===== src/rtl/lsu.sv =====
// Load/store unit: runs one ex memory request at a time through IDLE/RD/CAP/WR/RSP,
// doing sub-word stores as read-modify-write and returning extended load data.
module lsu #(
    parameter int ADDR_W     = 32,
    parameter int RAM_RD_LAT = 1
) (
    input  logic              clk,
    input  logic              rst,
    input  logic              req_valid_i,
    output logic              req_ready_o,
    input  logic              req_we_i,
    input  logic [2:0]        req_funct3_i,
    input  logic [ADDR_W-1:0] req_addr_i,
    input  logic [31:0]       req_wdata_i,
    input  logic [4:0]        req_rd_i,
    output logic              rsp_valid_o,
    output logic [31:0]       rsp_rdata_o,
    output logic [4:0]        rsp_rd_o,
    output logic              rsp_err_o,
    output logic              busy_o,
    output logic              mem_we_o,
    output logic [ADDR_W-1:0] mem_waddr_o,
    output logic [ADDR_W-1:0] mem_raddr_o,
    output logic [31:0]       mem_wdata_o,
    input  logic [31:0]       mem_rdata_i,
    output logic [2:0]        state_dbg
);
    // Handshake: a request transfers on a rising edge where req_valid_i && req_ready_o;
    // ex keeps the request stable until then, and ready is high only in IDLE.
    typedef enum logic [2:0] {IDLE = 3'd0, RD = 3'd1, CAP = 3'd2, WR = 3'd3, RSP = 3'd4} state_t;

    state_t            state, state_nx;
    logic              we_q;
    logic [2:0]        f3_q;
    logic [ADDR_W-1:0] addr_q;
    logic [15:0]       wdata_q;
    logic [4:0]        rd_q;
    logic [1:0]        cnt;
    logic [ADDR_W-1:0] raddr_q;
    logic [31:0]       mwdata_q;
    logic [31:0]       rdata_q;
    logic [4:0]        rsp_rd_q;
    logic              err_q;

    logic              accept, bad, need_rd;
    logic [7:0]        lane_b;
    logic [15:0]       lane_h;
    logic [31:0]       ld_ext, merged;

    function automatic logic req_bad(input logic we, input logic [2:0] f3, input logic [1:0] a);
        logic r;
        if (we) begin
            case (f3)
                3'd0:    r = 1'b0;
                3'd1:    r = a[0];
                3'd2:    r = (a != 2'b00);
                default: r = 1'b1;
            endcase
        end else begin
            case (f3)
                3'd0, 3'd4: r = 1'b0;
                3'd1, 3'd5: r = a[0];
                3'd2:       r = (a != 2'b00);
                default:    r = 1'b1;
            endcase
        end
        return r;
    endfunction

    assign accept  = req_valid_i && (state == IDLE);
    assign bad     = req_bad(req_we_i, req_funct3_i, req_addr_i[1:0]);
    // Everything except SW needs the old word first.
    assign need_rd = !req_we_i || (req_funct3_i != 3'd2);

    always_comb begin
        state_nx = state;
        case (state)
            IDLE: if (accept) state_nx = bad ? RSP : (need_rd ? RD : WR);
            RD:   state_nx = CAP;
            CAP:  if (cnt == 2'd0) state_nx = we_q ? WR : RSP;
            WR:   state_nx = RSP;
            RSP:  state_nx = IDLE;
            default: state_nx = IDLE;
        endcase
    end

    always_comb begin
        lane_b = 8'h00;
        case (addr_q[1:0])
            2'd0: lane_b = mem_rdata_i[7:0];
            2'd1: lane_b = mem_rdata_i[15:8];
            2'd2: lane_b = mem_rdata_i[23:16];
            2'd3: lane_b = mem_rdata_i[31:24];
            default: lane_b = 8'h00;
        endcase
        lane_h = addr_q[1] ? mem_rdata_i[31:16] : mem_rdata_i[15:0];
        case (f3_q)
            3'd0:    ld_ext = {{24{lane_b[7]}}, lane_b};
            3'd1:    ld_ext = {{16{lane_h[15]}}, lane_h};
            3'd4:    ld_ext = {24'h000000, lane_b};
            3'd5:    ld_ext = {16'h0000, lane_h};
            default: ld_ext = mem_rdata_i;
        endcase
        merged = mem_rdata_i;
        if (f3_q[0]) merged[{addr_q[1], 4'b0000} +: 16] = wdata_q;
        else         merged[{addr_q[1:0], 3'b000} +: 8] = wdata_q[7:0];
    end

    always_ff @(posedge clk) begin
        if (rst) begin
            state    <= IDLE;
            we_q     <= 1'b0;
            f3_q     <= 3'd0;
            addr_q   <= '0;
            wdata_q  <= 16'h0000;
            rd_q     <= 5'd0;
            cnt      <= 2'd0;
            raddr_q  <= '0;
            mwdata_q <= 32'h0;
            rdata_q  <= 32'h0;
            rsp_rd_q <= 5'd0;
            err_q    <= 1'b0;
        end else begin
            state <= state_nx;
            if (accept) begin
                we_q    <= req_we_i;
                f3_q    <= req_funct3_i;
                addr_q  <= req_addr_i;
                wdata_q <= req_wdata_i[15:0];
                rd_q    <= req_rd_i;
                if (bad) begin
                    rdata_q  <= 32'h0;
                    rsp_rd_q <= req_rd_i;
                    err_q    <= 1'b1;
                end else if (need_rd) begin
                    raddr_q <= {req_addr_i[ADDR_W-1:2], 2'b00};
                end else begin
                    mwdata_q <= req_wdata_i;
                end
            end
            if (state == RD) cnt <= 2'(RAM_RD_LAT - 1);
            if (state == CAP) begin
                if (cnt != 2'd0) begin
                    cnt <= cnt - 2'd1;
                end else if (we_q) begin
                    mwdata_q <= merged;
                end else begin
                    rdata_q  <= ld_ext;
                    rsp_rd_q <= rd_q;
                    err_q    <= 1'b0;
                end
            end
            if (state == WR) begin
                rdata_q  <= 32'h0;
                rsp_rd_q <= 5'd0;
                err_q    <= 1'b0;
            end
        end
    end

    assign req_ready_o = (state == IDLE);
    assign busy_o      = (state != IDLE);
    assign rsp_valid_o = (state == RSP);
    assign rsp_rdata_o = rdata_q;
    assign rsp_rd_o    = rsp_rd_q;
    assign rsp_err_o   = err_q;
    assign mem_we_o    = (state == WR) && !rst;
    assign mem_waddr_o = {addr_q[ADDR_W-1:2], 2'b00};
    assign mem_raddr_o = raddr_q;
    assign mem_wdata_o = mwdata_q;
    assign state_dbg   = state;
endmodule


===== config.mk =====
export PLATFORM = sky130hd
export DESIGN_NAME = lsu
export DESIGN_NICKNAME = d
export VERILOG_FILES = /design/src/rtl/lsu.sv
export SDC_FILE = /design/constraint.sdc
export NUM_CORES = 1
export LEC_CHECK = 0
export CAP_MARGIN = 5
export CORE_UTILIZATION = 50
export DETAILED_ROUTE_END_ITERATION = 8
export GPL_TIMING_DRIVEN = 0
export MAX_ROUTING_LAYER = met4
export PLACE_DENSITY = 0.83
export SLEW_MARGIN = 40
export SYNTH_ARGS = -nofsm -noshare
export SYNTH_HDL_FRONTEND = slang
export SYNTH_SLANG_ARGS = --single-unit

===== constraint.sdc =====
create_clock -name clk -period 6.56 [get_ports clk]
set_clock_uncertainty 0.2 [all_clocks]
set_input_delay 0.656 -clock clk [delete_from_list [all_inputs] [get_ports clk]]
set_output_delay 0.656 -clock clk [all_outputs]
set_load 0.1 [all_outputs]

==> run_results.csv <==
group,metric,value,unit
clock_tree,ctsHoldBuffers,0,
setup_path,critical_path_class,"reg -> reg",
grt,antenna_found_initial,0,
hold_path,hp-class,"reg -> reg",
setup_path,crit_fanout,11,
final_layout,nets,1309,
clock_tree,clock_sinks,162,
logic_synthesis,async_flop_share,0,%
clock_tree,post_cts_resized,0,
clock_tree,cts_max_level,4,
logic_synthesis,synth_ff_type,"dfxtp_1",
sta,max_freq,0.3113,GHz
final_layout,layout_common_cells,"nand2_1 (244), dfxtp_1 (162), buf_2 (154)",
sta,setup_viol,0,
sta,rsz0062_at_grt,"no",
clock_tree,post_cts_buffers,0,
routing,initialDrtViolationCount,788,
grt,grt-ovfl-total,0,
floorplanning,fp-row-count,45,
setup_path,endpoint_kind,"register",
grt,grt_pass1_wl,41.49,mm
clock_tree,cts_tree,"built",
floorplanning,fp.dieH,126.5,µm
floorplanning,die_x,126.5,µm
clock_tree,cts_buffer_depth,2,
logic_synthesis,synth-edff-count,0,
pwr,powerDensity,261.9,mW/mm²
sta,fin_ws,3.348,ns
final_layout,drive_above_1_share,20.05,%
placed_design,dp_hpwl,20.39,mm
floorplanning,core,0.01515,mm²
routing,first_pass_iters,7,
routing,detail_route.wl_per_cell,19.37,µm
grt,track_usage,34.66,%
routing,vias_per_cell,5.918,
grt,grt_max_degree,17,
final_layout,syn_to_final_growth,33.16,%
run_status,status,"complete, no violations",
setup_path,reg2reg_depth,6,
clock_tree,cts-root-buf,"clkbuf_16",
hold_path,worstHoldEndpoint,"addr_q[30]",
setup_path,critPathLaunchType,"register",
logic_synthesis,syn_inst,931,
placed_design,io_buffers,243,
sta,max_slew_margin,38.53,%
setup_path,reg2reg_slack,3.35,ns
setup_path,arrival,3.34,ns
sta,tns,0,ns
hold_path,holdCritStartpoint,"addr_q[30]",
setup_path,r2r_start,"addr_q[1]",
final_layout,final_common_cell,"nand2_1",
sta,finalHoldViolCount,0,
placed_design,post-place-ws,3.408,ns
sta,min_period_over_period,48.96,%
floorplanning,boundaryPins,249,
logic_synthesis,syn_area,0.007751,mm²
sta,min_period,3.212,ns
sta,worstMarginPinSlew,0.9120,ns
routing,ant_nets,0,
clock_tree,path_clk_slew,0.06,ns
pwr,p_leak,4.269,nW
floorplanning,dieArea,0.01600,mm²
logic_synthesis,yosys_warnings,0,
floorplanning,initial_utilization,51.18,%
routing,routed_wl,27.02,mm
setup_path,worstPathRequired,6.68,ns
sta,drv_slew,0,
routing,post-route-drc-count,0,
final_layout,final_core_utilization,68.15,%
pwr,peakVddDrop,0.1838,mV
placed_design,place.gp.congestion,0.9798,
final_layout,diodes,0,
final_layout,num-fill-cells,1332,
logic_synthesis,ys_ff_latch,162,
grt,grt_pass1_vias,7721,
hold_path,hold_depth,2,
clock_tree,clk_latency,0.42,ns
setup_path,r2r-end,"mem_wdata_o[0]",
logic_synthesis,ys_seq_area_share,41.84,%
pwr,p_total,0.002703,W
job,drv_cap,0,
routing,vias,8255,
logic_synthesis,syn_avg_cell_area,8.326,µm²
logic_synthesis,yosysUniqueCellTypes,59,
clock_tree,cts_made_buffers,17,
-- stage by stage --
step           hold slack (ns)  instance area, µm²  instances
2_1_floorplan           0.2367                7762        934
6_report                0.2525               10320       1395
5_1_grt                 0.2713               10320       1395
3_5_place_dp            0.2468                9757       1365
3_3_place_gp            0.2411               10430       1365
4_1_cts                 0.2557               10310       1395
-- power breakdown --
group / internal, W / switching [W]
logic: 0.000194 / 0.000499
registers: 0.00103 / 0.0000340
clock network: 0.000549 / 0.000400
total: 0.00177 / 0.000933
-- worst max-delay path, stage by stage, from the launching register on --
cell	delay (ns)
dfxtp_1	0.36
clkbuf_1	0.30
clkinv_1	0.41
ha_1	0.46
o41ai_2	0.81
a221oi_1	0.26
a211oi_1	0.31
-- kinds of logic after synthesis --
group	count (synthesis)	synth area share [%]
other	1	0.04838
muxes	40	5.198
and+or+nand+nor	298	16.27
AOI/OAI and AO/OA	301	27.76
DFF	162	41.84
adders and majority gates	5	0.8071
buffers and inverters	124	8.071
-- layer usage --
metal,GRT usage [%],part of all wire (%),vias to the layer above
met4,14.53,3.9,0
li1,-,-,3844
met5,-,0,-
met3,7.803,10,83
met1,42.74,40,3804
met2,54.73,46,524
-- synthesized netlist by cell type, types with 2 or more instances --
cell type,n,area share [%]
a211oi_1,37,3.6
a21oi_1,129,8.3
a221o_1,18,2.3
a221oi_1,17,1.9
a22o_1,20,2.3
a22oi_1,14,1.4
a2bb2oi_1,7,0.79
a311oi_1,11,1.2
a311oi_2,10,1.9
a31oi_1,2,0.16
buf_1,8,0.39
buf_2,17,1.1
buf_4,35,3.4
clkbuf_1,53,2.6
dfxtp_1,162,42
ha_1,5,0.81
inv_1,9,0.44
mux2_2,2,0.29
mux2i_1,38,4.9
nand2_1,244,12
nand2b_1,5,0.40
nand3_1,9,0.58
nor2_1,15,0.73
nor2b_1,5,0.40
nor4bb_1,2,0.26
o211ai_1,13,1.3
o21a_1,2,0.19
o21ai_0,3,0.19
o21ai_1,2,0.13
o221ai_1,7,0.79
or4_4,2,0.29
-- layout make-up --
class / instances / area, µm² / share of cell area (%)
flip-flops and latches: 162 / 3243 / 31.42
plain buffers: 114 / 588.1 / 5.698
multi-input cells: 648 / 3918 / 37.96
clock inverters: 8 / 78.83 / 0.7637
clock buffers: 22 / 474.2 / 4.595
well taps: 188 / 235.2 / 2.279
inverters: 10 / 37.54 / 0.3637
repair buffers: 243 / 1747 / 16.92
-- worst max path at each step --
stage / start / end / slack, ns
after floorplan: state_dbg[1] / req_ready_o / 2.92
after global placement: rst / mem_we_o / 3.08
after detailed placement: addr_q[1] / mem_wdata_o[19] / 3.41
after CTS: addr_q[1] / mem_wdata_o[19] / 3.40
after global routing: addr_q[1] / rsp_rdata_o[22] / 3.19
final: addr_q[1] / mem_wdata_o[0] / 3.35
-- sequential cells by signal (all words and copies together), names as in the netlist --
name and flops:
rsp_err_o 1, mem_raddr_o 30, cnt 2, rsp_rd_o 5, wdata_q 16, rd_q 5
we_q 1, rsp_rdata_o 32, addr_q 32, mem_wdata_o 32, state_dbg 3, f3_q 3
Note: power is estimated with default switching activity, not from simulation.
